--- src/rtl/wbm16_seq.sv ---
`default_nettype none
// ============================================================================
//  Module   : wbm16_seq
//  Purpose  : Wishbone initiator for the 16-bit register bus. Turns single
//             register commands (valid/ready) into classic Wishbone single
//             cycles and returns read data or a timeout error over a
//             response valid/ready handshake.
//  Ports    : wb_clk, wb_rst_n             clock, async active-low reset
//             cmd_valid/ready/we/adr/dat   command handshake and payload
//             rsp_valid/ready/dat/err      response handshake and payload
//             wb_cyc/stb/we/adr/dat_o      Wishbone initiator outputs
//             wb_dat_i, wb_ack             Wishbone slave returns
//             err_cnt                      saturating timeout count
//  Revision : 1.0  initial release
// ============================================================================
module wbm16_seq #(
    parameter int ADRBITS = 4,
    parameter int TMOBITS = 8
) (
    input  logic               wb_clk,
    input  logic               wb_rst_n,
    input  logic               cmd_valid,
    output logic               cmd_ready,
    input  logic               cmd_we,
    input  logic [ADRBITS-1:0] cmd_adr,
    input  logic [15:0]        cmd_dat,
    output logic               rsp_valid,
    input  logic               rsp_ready,
    output logic [15:0]        rsp_dat,
    output logic               rsp_err,
    output logic               wb_cyc,
    output logic               wb_stb,
    output logic               wb_we,
    output logic [ADRBITS-1:0] wb_adr,
    output logic [15:0]        wb_dat_o,
    input  logic [15:0]        wb_dat_i,
    input  logic               wb_ack,
    output logic [7:0]         err_cnt
);

    localparam logic [1:0] ST_IDLE = 2'd0;
    localparam logic [1:0] ST_CYC  = 2'd1;
    localparam logic [1:0] ST_RESP = 2'd2;

    // Counter value at which the next ack-less edge is the last one allowed;
    // the strobe then stays high for exactly 2**TMOBITS-1 cycles.
    localparam logic [TMOBITS-1:0] TMO_LAST = ~TMOBITS'(1);

    logic [1:0]         state_q, state_d;
    logic [TMOBITS-1:0] tmo_q, tmo_d;
    logic               cyc_q, cyc_d;
    logic               we_q, we_d;
    logic [ADRBITS-1:0] adr_q, adr_d;
    logic [15:0]        dato_q, dato_d;
    logic               rspv_q, rspv_d;
    logic [15:0]        rspd_q, rspd_d;
    logic               rspe_q, rspe_d;
    logic [7:0]         errc_q, errc_d;

    logic w_accept;
    logic w_timeout;

    assign w_accept  = cmd_valid && (state_q == ST_IDLE);
    // Ack has priority: a timeout only counts when no ack is sampled.
    assign w_timeout = (state_q == ST_CYC) && !wb_ack && (tmo_q == TMO_LAST);

    // State register
    always_ff @(posedge wb_clk or negedge wb_rst_n) begin
        if (!wb_rst_n) begin
            state_q <= ST_IDLE;
        end else begin
            state_q <= state_d;
        end
    end

    // Next-state logic. wb_ack is only looked at in CYC, so the stale ack
    // that follows every completed cycle is ignored in RESP and IDLE.
    always_comb begin
        state_d = state_q;
        case (state_q)
            ST_IDLE: if (w_accept)             state_d = ST_CYC;
            ST_CYC:  if (wb_ack || w_timeout)  state_d = ST_RESP;
            ST_RESP: if (rsp_ready)            state_d = ST_IDLE;
            default:                           state_d = ST_IDLE;
        endcase
    end

    // Output / datapath next values (all registered below)
    always_comb begin
        tmo_d  = tmo_q;
        cyc_d  = cyc_q;
        we_d   = we_q;
        adr_d  = adr_q;
        dato_d = dato_q;
        rspv_d = rspv_q;
        rspd_d = rspd_q;
        rspe_d = rspe_q;
        errc_d = errc_q;
        case (state_q)
            ST_IDLE: begin
                if (w_accept) begin
                    we_d   = cmd_we;
                    adr_d  = cmd_adr;
                    dato_d = cmd_dat;
                    cyc_d  = 1'b1;
                    tmo_d  = '0;
                end
            end
            ST_CYC: begin
                if (wb_ack) begin
                    rspd_d = wb_dat_i;
                    rspe_d = 1'b0;
                    cyc_d  = 1'b0;
                    rspv_d = 1'b1;
                end else if (w_timeout) begin
                    rspd_d = 16'hFFFF;
                    rspe_d = 1'b1;
                    cyc_d  = 1'b0;
                    rspv_d = 1'b1;
                    if (errc_q != 8'hFF) begin
                        errc_d = errc_q + 8'd1;
                    end
                end else begin
                    tmo_d = tmo_q + TMOBITS'(1);
                end
            end
            ST_RESP: begin
                if (rsp_ready) begin
                    rspv_d = 1'b0;
                end
            end
            default: begin
                cyc_d  = 1'b0;
                rspv_d = 1'b0;
            end
        endcase
    end

    always_ff @(posedge wb_clk or negedge wb_rst_n) begin
        if (!wb_rst_n) begin
            tmo_q  <= '0;
            cyc_q  <= 1'b0;
            we_q   <= 1'b0;
            adr_q  <= '0;
            dato_q <= 16'h0000;
            rspv_q <= 1'b0;
            rspd_q <= 16'h0000;
            rspe_q <= 1'b0;
            errc_q <= 8'h00;
        end else begin
            tmo_q  <= tmo_d;
            cyc_q  <= cyc_d;
            we_q   <= we_d;
            adr_q  <= adr_d;
            dato_q <= dato_d;
            rspv_q <= rspv_d;
            rspd_q <= rspd_d;
            rspe_q <= rspe_d;
            errc_q <= errc_d;
        end
    end

    assign cmd_ready = (state_q == ST_IDLE);
    assign rsp_valid = rspv_q;
    assign rsp_dat   = rspd_q;
    assign rsp_err   = rspe_q;
    assign wb_cyc    = cyc_q;
    assign wb_stb    = cyc_q;
    assign wb_we     = we_q;
    assign wb_adr    = adr_q;
    assign wb_dat_o  = dato_q;
    assign err_cnt   = errc_q;

endmodule
`default_nettype wire

--- config.mk ---
export PLATFORM = sky130hd
export DESIGN_NAME = wbm16_seq
export DESIGN_NICKNAME = d
export VERILOG_FILES = /design/src/rtl/wbm16_seq.sv
export SDC_FILE = /design/constraint.sdc
export NUM_CORES = 1
export LEC_CHECK = 0
export BUFFER_PORTS_ARGS = -buffer_cell sky130_fd_sc_hd__buf_2
export CAP_MARGIN = 0
export CORE_MARGIN = 8
export CORE_UTILIZATION = 40
export CTS_BUF_LIST = sky130_fd_sc_hd__clkbuf_8 sky130_fd_sc_hd__clkbuf_16
export DETAILED_ROUTE_END_ITERATION = 10
export PLACE_DENSITY = 0.68
export SYNTH_ARGS = -nofsm -noshare
export SYNTH_HDL_FRONTEND = slang
export SYNTH_SLANG_ARGS = --single-unit
--- constraint.sdc ---
create_clock -name wb_clk -period 3.2 [get_ports wb_clk]
set_input_delay 0.64 -clock wb_clk [delete_from_list [all_inputs] [get_ports wb_clk]]
set_output_delay 0.64 -clock wb_clk [all_outputs]
set_load 0.01 [all_outputs]
# After elaboration in Yosys (flattened, before gate mapping)
# Index checks and enable logic that the tools add are counted.
[totals]
output_inout_bits = 50
input_bits = 42
wordCells = 59
regBits = 58
[op_classes]
mux = 19
eq_ne = 10
n_reduce_logical = 15
add_sub_neg = 2
bitwise = 3
[op_table]
columns = ["operator", "count"]
rows = [
  ["$mux W16", 2],
  ["$mux W8", 3],
  ["$add A8 B1 Y8 const B", 2],
  ["$pmux W8 S2", 1],
  ["$reduce_and A3 Y1", 3],
  ["$eq A8 B8 Y1 const B", 1],
  ["$ne A8 B8 Y1 const B", 1],
  ["$reduce_and A4 Y1", 2],
  ["$mux W1", 7],
  ["$mux W2", 3],
  ["$ne A2 B2 Y1 const B", 3],
  ["$pmux W1 S3", 2],
  ["$pmux W2 S3", 1],
  ["$ne A2 B1 Y1 const B", 2],
  ["$reduce_and A2 Y1", 2],
  ["$reduce_bool A2 Y1", 2],
  ["$logic_and A1 B1 Y1", 3],
  ["$ne A3 B3 Y1 const B", 1],
  ["$not A1 Y1", 3],
  ["$eq A2 B1 Y1 const B", 1],
  ["$eq A2 B2 Y1 const B", 1],
  ["$logic_not A2 Y1", 1],
  ["$logic_not A1 Y1", 1],
  ["$logic_or A1 B1 Y1", 1],
]

# Logic depth before layout (Yosys ltp)
# Gate-level depths: netlist (run 1).
[logic_depth]
word_depth = 6
mapped_depth = 7
depth_no_buf = 6

# Worst setup path before layout (run 1)
# Ideal clock, no wire load.
[synth_timing]
kind = "input-to-reg"
from = "input port wb_ack"
to = "register errc_q[1], in the netlist err_cnt[1]"
path_slack_ns = 1.353
setup_time_ns = 0.125
path_buffers = 0
required_ns = 3.075
arrival_ns = 1.723
cell_stages = 4
path_cell_list = "nor3b_4 nand3_2 nor2_1 mux2_2"
[synth_between]
elab_chain_cells = 4
word_cells_on_any_way = 5
classes_between = "1 x bitwise; 4 x reduce/logical"
[synth_rtl]
columns = ["element", "line", "source"]
rows = [
  ["start: declaration", "37", "input logic wb_ack,"],
  ["$logic_not A1 Y1", "65", "assign w_timeout = (state_q == ST_CYC) && !wb_ack && (tmo_q == TMO_LAST);"],
  ["$logic_and A1 B1 Y1 (2 in series)", "65", ""],
  ["$reduce_and A4 Y1 (no source line) (*)", "-", ""],
  ["end signal: assignment", "159", "errc_q <= errc_d;"],
  ["end: declaration", "58", "logic [7:0] errc_q, errc_d;"],
]
# Mark *: on every way between the ends. The rest lies on a longest branch, timed or not.
# A chain may end at the register's enable or synchronous reset.

# Final worst setup path (run 1)
[layout_timing]
from = "register tmo_q[0]"
to = "register errc_q[1], in the netlist err_cnt[1]"
[layout_between]
elab_chain_cells = 3
[layout_rtl]
columns = ["element", "line", "source"]
rows = [
  ["start: declaration", "50", "logic [TMOBITS-1:0] tmo_q, tmo_d;"],
  ["start signal: assignment", "151", "tmo_q <= tmo_d;"],
  ["$eq A8 B8 Y1", "65", ""],
  ["$logic_and A1 B1 Y1", "65", ""],
  ["$reduce_and A4 Y1 (no source line)", "-", ""],
]
# Every way passes these cells.

==> flow_summary.json, run 1 <==
{
  "ys_seq_area_share_pct": 60.99,
  "synth_area_leaders": "dfrtp_1 (61%), nand2_1 (12%), o22a_1 (5.9%)",
  "worstMarginPinSlew_ns": 0.9492,
  "wire_per_inst_microns": 13.78,
  "grt_pass1_wl_microns": 9459,
  "area_growth_pct": 32.49,
  "die-area_sq_um": 8673,
  "num_io_pins": 92,
  "worstPathArrival_ns": 2.14,
  "clkLatencyLatePin_ns": 0.32,
  "cts.hold.buffers_added": 0,
  "synth_nets": 270,
  "fmax_mhz": 519.1,
  "antenna_found_initial": 0,
  "core_sq_um": 5851,
  "p_per_area_nw_per_um2": 909.7,
  "critPathMaxStageDelay_ns": 0.44,
  "firstDrtPassIters": 4,
  "clkSinkCount": 58,
  "placementRows": 28,
  "cts.repair.resized": 0,
  "setup_violations": 0,
  "outcome": "complete, no violations",
  "post-cts-setup-buffer-count": 0,
  "grt_usage_pct": 13.58,
  "yosysMostFrequentCell": "nand2_1",
  "drive_gt1_share_pct": 35.08,
  "hp-class": "in2async",
  "cp_max_fo": 8,
  "rsz0062_at_grt": "no",
  "crit_type": "reg2reg",
  "relSlewSlack_pct": 36.72,
  "synth-edff-count": 0,
  "finalCritPeriodShare_pct": 60.20,
  "yosys_warnings": 0,
  "vias_per_cell": 4.875,
  "critPathTopFamily": "simple AND/OR/NAND/NOR gates",
  "postRouteAntennaNets": 0,
  "dp_hpwl_microns": 4052,
  "yosysUniqueCellTypes": 33,
  "crit_slowest_cell": "dfrtp_1",
  "cts_buffers": 9,
  "ir_worst_vdd_v": 0.0004472,
  "min_period_ns": 1.927,
  "cts-root-buf": "clkbuf_8",
  "postSynthCellCount": 225,
  "crit_chain": "inv_1 > ha_1 > and3_1 > nand3_2 > nor2_1 > mux2_2",
  "grt_pass1_vias": 1995,
  "synthFlopType": "dfrtp_1",
  "gp_congestion": 0.8020,
  "critical_path_buf_inv_count": 1,
  "grt-ovfl-total": 0,
  "synth_area_leader_cell": "dfrtp_1",
  "initial_core_util_pct": 40.68,
  "die_y_microns": 93.13,
  "synth.top_cells.by_count": "nand2_1 (75), dfrtp_1 (58), o22a_1 (16), nand3_1 (9), nor2_1 (8)",
  "cts_tree": "done",
  "fin_tns_setup_ns": 0,
  "final_util_pct": 53.89,
  "via_count": 1950,
  "io_buffers": 91,
  "synth_area_per_cell_sq_um": 10.58,
  "totalWireLength_microns": 5510,
  "fin_skew_ns": 0.007017,
  "drt_iter0_markers": 63,
  "synth_top_area_share_pct": 60.99,
  "fin_cells": 400,
  "grt_start_max_net_pins": 45,
  "setup.worst_path.end_class": "register",
  "finalHoldViolCount": 0,
  "nNetsFinal": 365,
  "clk_pin_slew_ns": 0.06,
  "leakage_nw": 1.684,
  "synthesis.area_sq_um": 2380,
  "drc_errors": 0,
  "async_flop_share_pct": 100.0,
  "ys_ff_latch": 58,
  "critPathLaunchType": "register",
  "slew_violations": 0,
  "h-tree-depth": 3,
  "max_cap_violations": 0,
  "required_ns": 3.41,
  "clockBufferDepth": 2,
  "place_inst": 384,
  "diodes": 0,
  "die-width_microns": 93.13
}
[path summary, 6_finish.rpt]
check / startpoint / to / slack [ns] / cells past startpoint
worst min-delay path: wb_rst_n / err_cnt[3] / 0.47 / 1
max in group asynchronous: wb_rst_n / state_q[0] / 1.97 / 2
worst min register to register: wb_adr[1] / wb_adr[1] / 0.47 / 2
min in group wb_clk: wb_adr[1] / wb_adr[1] / 0.47 / 2
worst max-delay path: tmo_q[0] / err_cnt[1] / 1.27 / 6
worst max register to register: tmo_q[0] / err_cnt[1] / 1.27 / 6
[through the flow]
stage / hold WS, ns / instance area (sq um) / setup WS [ns] / total power, mW
2_1_floorplan: 0.3444 / 2380 / 1.353 / 1.678
3_3_place_gp: 0.4557 / 2902 / 1.105 / 2.052
3_5_place_dp: 0.4609 / 2902 / 1.046 / 2.080
4_1_cts: 0.4762 / 3153 / 1.253 / 2.928
5_1_grt: 0.4908 / 3153 / 1.097 / 3.083
6_report: 0.4660 / 3153 / 1.273 / 2.868
[routing by layer]
layer	routed length (microns)	part of all wire, %	track usage, %	vias up
met3	450	8.2	4.407	9
met2	2417	44	19.88	71
met1	2561	46	17.74	906
li1	-	-	-	964
met4	80	1.5	6.443	0
met5	0	0	0	-
[cell usage in the layout (no fill, tap or decap)]
master / Yosys / final
a41oi_1: 2 / 2
o22a_1: 16 / 16
o21ai_0: 3 / 3
buf_4: 2 / 2
clkbuf_8: 0 / 11
nor3_1: 1 / 1
and3_1: 5 / 5
nor4_1: 2 / 2
nand3_2: 1 / 1
a21boi_1: 1 / 1
a31oi_1: 2 / 2
ha_1: 3 / 3
nor2_1: 8 / 8
xor2_1: 6 / 6
bufinv_16: 0 / 3
nand2_1: 75 / 75
buf_2: 0 / 91
a211oi_1: 1 / 1
nand4_1: 4 / 4
or4_1: 1 / 1
nand3_1: 9 / 9
a21o_1: 1 / 1
o211ai_1: 1 / 1
inv_1: 3 / 3
a21oi_1: 2 / 2
mux2i_1: 3 / 3
o311ai_0: 1 / 1
o31ai_1: 1 / 1
dfrtp_1: 58 / 58
o21ai_2: 1 / 1
nor3b_4: 1 / 1
nand2b_1: 1 / 1
clkinv_2: 0 / 2
mux2_2: 2 / 2
and4_1: 1 / 1
[area by class of cell]
cell class / count / area [sq um]
Clock buffer: 11 / 151.4
Clock inverter: 5 / 100.1
Fill cell: 534 / 2698
Inverter: 3 / 11.26
Multi-Input combinational cell: 155 / 874.6
Sequential cell: 58 / 1451
Tap cell: 75 / 93.84
Timing Repair Buffer: 93 / 470.5
[worst register-to-register path, delay by kind of cell, from the launching register on]
| family | cells | cell delay, ns |
|---|---|---|
| and+or+nand+nor | 3 | 0.74 |
| buffers and inverters | 1 | 0.09 |
| DFF | 1 | 0.44 |
| muxes | 1 | 0.37 |
| adders and majority gates | 1 | 0.18 |
[where the power goes]
part           leakage [nW]  internal (mW)  switching [mW]
clock network         0.129          0.557           0.274
logic                 0.836          0.377           0.504
registers             0.719          0.998           0.158
total                  1.68           1.93           0.937
[registers in the layout, summed over array words and instances, names as in the netlist]
register / flops
rsp_dat: 16
wb_dat_o: 16
err_cnt: 8
tmo_q: 8
wb_adr: 4
state_q: 2
rsp_err: 1
rsp_valid: 1
wb_cyc: 1
wb_we: 1
[kinds of logic after synthesis]
logic type | count (synthesis) | synth area share (%)
AO/OA/AOI/OAI | 32 | 10.52
adder cells (fa/ha/maj) | 3 | 1.577
buffers and inverters | 12 | 2.260
XOR/XNOR | 6 | 2.208
AND/OR/NAND/NOR | 109 | 20.24
flip-flops | 58 | 60.99
multiplexers | 5 | 2.208
No activity file was read; power rests on OpenSTA's default activity.
==> run 2, diff against run 1 <==
Clock period 3.2 ns to 2 ns, I/O delays scaled along.
==> run 2 against run 1 <==
  * Global-route usage shrank 0.41 points
  * Routed wire length increased by 3.3%
  * Maximum frequency is 7.7% higher
  * Sequential power increased by 59%
  * Sequential share of layout area is 0.073 points higher
  * Worst hold slack lost 0.39 ns
==> flow_summary.json, run 2 (same netlist as run 1, synthesis figures left out) <==
{
  "outcome": "complete, no violations",
  "postRouteAntennaNets": 0,
  "clockBufferDepth": 2,
  "slew_violations": 0,
  "die_y_microns": 93.13,
  "min_period_ns": 1.790,
  "clkSinkCount": 58,
  "required_ns": 2.20,
  "finalHoldViolCount": 0,
  "grt_start_max_net_pins": 36,
  "clk_pin_slew_ns": 0.06,
  "fin_ws_ns": 0.2104,
  "worstMarginPinSlew_ns": 0.5702,
  "rsz0062_at_grt": "no",
  "fin_skew_ns": 0.006349,
  "core_sq_um": 5851,
  "hp-class": "in2async",
  "die-width_microns": 93.13,
  "crit_type": "reg2reg",
  "max_cap_violations": 0,
  "layout.cells.most_common_list": "buf_2 (91), nand2_1 (75), dfrtp_1 (58), o22a_1 (16), clkbuf_8 (12)",
  "initial_core_util_pct": 40.68,
  "leakage_nw": 1.689,
  "post-cts-setup-buffer-count": 0,
  "fin_hold_ws_ns": 0.07118,
  "nNetsFinal": 369,
  "critPathLaunchType": "register",
  "fin_area_sq_um": 3148,
  "placementRows": 28,
  "diodes": 0,
  "via_count": 1973,
  "worstPathArrival_ns": 1.99,
  "layout_commonest_cell": "buf_2",
  "cp_max_fo": 8,
  "drc_errors": 0,
  "finalCritPeriodShare_pct": 89.48,
  "setup_violations": 0,
  "dp_slack_ns": 0.2095,
  "grt_pass1_wl_microns": 9246,
  "grt-ovfl-total": 0,
  "fmax_mhz": 558.8,
  "cts_tree": "done",
  "cts_buffers": 9,
  "place_area_sq_um": 2944,
  "antenna_found_initial": 0,
  "firstDrtPassIters": 4,
  "fin_tns_setup_ns": 0,
  "wire_per_inst_microns": 14.12,
  "die-area_sq_um": 8673,
  "clkLatencyLatePin_ns": 0.32,
  "ir_worst_vdd_v": 0.0006117,
  "setup.worst_path.end_class": "register",
  "gp_congestion": 0.7808,
  "num_io_pins": 92,
  "grt_pass1_vias": 2019,
  "drive_gt1_share_pct": 35.37,
  "cts.repair.resized": 0,
  "fin_cells": 403,
  "place_inst": 388,
  "relSlewSlack_pct": 61.99,
  "drt_iter0_markers": 70,
  "cts-root-buf": "clkbuf_8",
  "cts.hold.buffers_added": 0,
  "p_per_area_nw_per_um2": 1393,
  "dp_hpwl_microns": 4100,
  "h-tree-depth": 3,
  "vias_per_cell": 4.896,
  "finalPower_mw": 4.386,
  "grt_usage_pct": 13.17,
  "area_growth_pct": 32.28,
  "io_buffers": 91,
  "final_util_pct": 53.81,
  "totalWireLength_microns": 5690
}
run 2: path summary, 6_finish.rpt:
kind | from | end | slack, ns | cells after the start
max | tmo_q[0] | err_cnt[6] | 0.21 | 6
min | wb_rst_n | err_cnt[7] | 0.07 | 1
max reg2reg | tmo_q[0] | err_cnt[6] | 0.21 | 6
min reg2reg | wb_dat_o[1] | wb_dat_o[1] | 0.47 | 2
max in group asynchronous | wb_rst_n | wb_we | 1.35 | 2
min in group wb_clk | cmd_dat[3] | wb_dat_o[3] | 0.26 | 3
run 2: metal layers:
layer,vias to the layer above,track usage [%],share of wire [%],wire length [microns]
li1,974,-,-,-
met1,923,15.70,44,2523
met2,70,21.36,46,2640
met3,6,4.247,8.2,467
met4,0,5.638,1.0,58
met5,-,0,0,0
run 2: worst max-delay path, cell delays in order (launching register included):
cell	delay, ns
dfrtp_1	0.43
inv_1	0.08
ha_1	0.17
and3_1	0.24
nand3_2	0.19
nor2_1	0.21
mux2_2	0.35
run 2: final cells by class:
class,instances,area [sq um]
fillers,539,2703
flip-flops and latches,58,1451
multi-input cells,155,874.6
repair buffers,97,513.0
clock buffers,12,165.2
well taps,75,93.84
clock inverters,3,38.79
inverters,3,11.26
run 2: where the power goes:
| part | total [mW] | internal [mW] | switching, mW |
|---|---|---|---|
| combinational | 1.44 | 0.629 | 0.816 |
| sequential | 1.85 | 1.60 | 0.255 |
| clock | 1.09 | 0.664 | 0.425 |
| total | 4.39 | 2.89 | 1.50 |
==> run 3, diff against run 2 <==
Settings changed: CTS_CLUSTER_SIZE set to 14, PLACE_DENSITY 0.68 to 0.78.
==> run 3 against run 2 <==
  * Total power increased by 9.8%
  * Critical path depth unchanged
  * Clock-buffer cell count unchanged
  * Critical endpoint is now err_cnt[1]
  * Sequential power about the same
  * Global-route usage increased by 1.1 points
  * Die area unchanged
  * Sequential share of layout area decreased by 1.3 points
==> flow_summary.json, run 3 (same netlist as run 1, synthesis figures left out) <==
{
  "postRouteAntennaNets": 0,
  "grt_use_met1_pct": 16.97,
  "slew_violations": 0,
  "finalHoldViolCount": 0,
  "layout.cells.most_common_list": "buf_2 (91), nand2_1 (75), dfrtp_1 (58), o22a_1 (16), clkbuf_8 (12)",
  "min_period_ns": 1.777,
  "totalWireLength_microns": 5744,
  "setup.worst_path.end_class": "register",
  "setup_violations": 0,
  "grt_busiest_layer": "met2",
  "cts-root-buf": "clkbuf_8",
  "max_cap_violations": 0,
  "ir_worst_vdd_v": 0.0006746,
  "use_met3_pct": 5.128,
  "io_buffers": 91,
  "clockBufferDepth": 2,
  "firstDrtPassIters": 4,
  "critPathLaunchType": "register",
  "leakage_nw": 1.727,
  "clkLatencyLatePin_ns": 0.33,
  "drive_gt1_share_pct": 35.76,
  "antenna_found_initial": 0,
  "grt_usage_pct": 14.27,
  "dp_hpwl_microns": 4223,
  "area_growth_pct": 36.12,
  "crit_type": "reg2reg",
  "worstMarginPinSlew_ns": 0.4960,
  "worstPathArrival_ns": 2.00,
  "place_inst": 388,
  "cp_max_fo": 8,
  "dp_slack_ns": 0.2258,
  "core_sq_um": 5851,
  "grt-ovfl-total": 0,
  "vias_per_cell": 4.879,
  "clkSinkCount": 58,
  "die-area_sq_um": 8673,
  "fmax_mhz": 562.7,
  "die-width_microns": 93.13,
  "post-cts-setup-buffer-count": 0,
  "cts_tree": "done",
  "p_per_area_nw_per_um2": 1486,
  "drt_iter0_markers": 58,
  "initial_core_util_pct": 40.68,
  "required_ns": 2.22,
  "relSlewSlack_pct": 66.93,
  "gp_congestion": 0.8187,
  "fin_cells": 405,
  "grtUsageMet2_pct": 22.31,
  "fin_tns_setup_ns": 0,
  "fin_ws_ns": 0.2230,
  "final_util_pct": 55.37,
  "rsz0062_at_grt": "no",
  "cts_buffers": 9,
  "layout_commonest_cell": "buf_2",
  "placementRows": 28,
  "fin_skew_ns": 0.009518,
  "num_io_pins": 92,
  "h-tree-depth": 3,
  "fin_hold_ws_ns": 0.2531,
  "die_y_microns": 93.13,
  "diodes": 0,
  "grt_pass1_wl_microns": 9653,
  "grt_start_max_net_pins": 44,
  "nNetsFinal": 370,
  "hp-class": "in2reg",
  "outcome": "complete, no violations",
  "wire_per_inst_microns": 14.18,
  "grt_pass1_vias": 2033,
  "finalCritPeriodShare_pct": 88.85,
  "via_count": 1976,
  "clk_pin_slew_ns": 0.07,
  "drc_errors": 0
}
run 3: cell types whose count changed in the layout (fill, tap and decap cells not counted), sizes merged:
cell	change
dlygate4sd3	+1
clkinv	-1
bufinv	+3
inv	-1
run 3: path summary, 6_finish.rpt:
path	from	end	slack [ns]	depth (start not counted)
max in group asynchronous	wb_rst_n	tmo_q[4]	0.89	3
min	cmd_dat[8]	wb_dat_o[8]	0.25	3
min in group asynchronous	wb_rst_n	wb_dat_o[4]	0.54	2
min reg2reg	wb_dat_o[1]	wb_dat_o[1]	0.47	2
max	tmo_q[0]	err_cnt[1]	0.22	6
max reg2reg	tmo_q[0]	err_cnt[1]	0.22	6
run 3: final cells by class:
class / count / area (sq um)
Clock inverter: 4 / 120.1
Fill cell: 517 / 2611
Tap cell: 75 / 93.84
Multi-Input combinational cell: 155 / 874.6
Sequential cell: 58 / 1451
Inverter: 3 / 11.26
Clock buffer: 12 / 165.2
Timing Repair Buffer: 98 / 523.0
run 3: power by group:
part,switching (mW),total [mW],internal (mW)
Clock,0.453,1.51,1.06
Sequential,0.248,1.84,1.60
Combinational,0.828,1.46,0.633
Total,1.53,4.81,3.29
run 3: per-stage QoR:
| step | power [mW] | cell area (sq um) |
|---|---|---|
| 5_1_grt | 5.157 | 3239 |
| 6_report | 4.814 | 3239 |
| 3_5_place_dp | 3.367 | 2944 |
| 4_1_cts | 4.896 | 3239 |
| 3_3_place_gp | 3.306 | 2944 |
| 2_1_floorplan | 2.684 | 2380 |
run 3: timing repair:
| action | in CTS | in global routing |
|---|---|---|
| resized for setup | 0 | 0 |
| hold endpoints to repair | 3 | 0 |
| hold buffers | 1 | 0 |
run 3: metal layers:
| layer | share of wire (%) | wire length [microns] |
|---|---|---|
| met1 | 45 | 2587 |
| met2 | 45 | 2596 |
| met3 | 8.3 | 474 |
| met4 | 1.5 | 86 |
| met5 | 0 | 0 |
run 3: worst max-delay path, stage by stage, from the launching register on:
cell and delay (ns):
dfrtp_1 0.43, inv_1 0.08, ha_1 0.18, and3_1 0.24
nand3_2 0.18, nor2_1 0.21, mux2_2 0.35
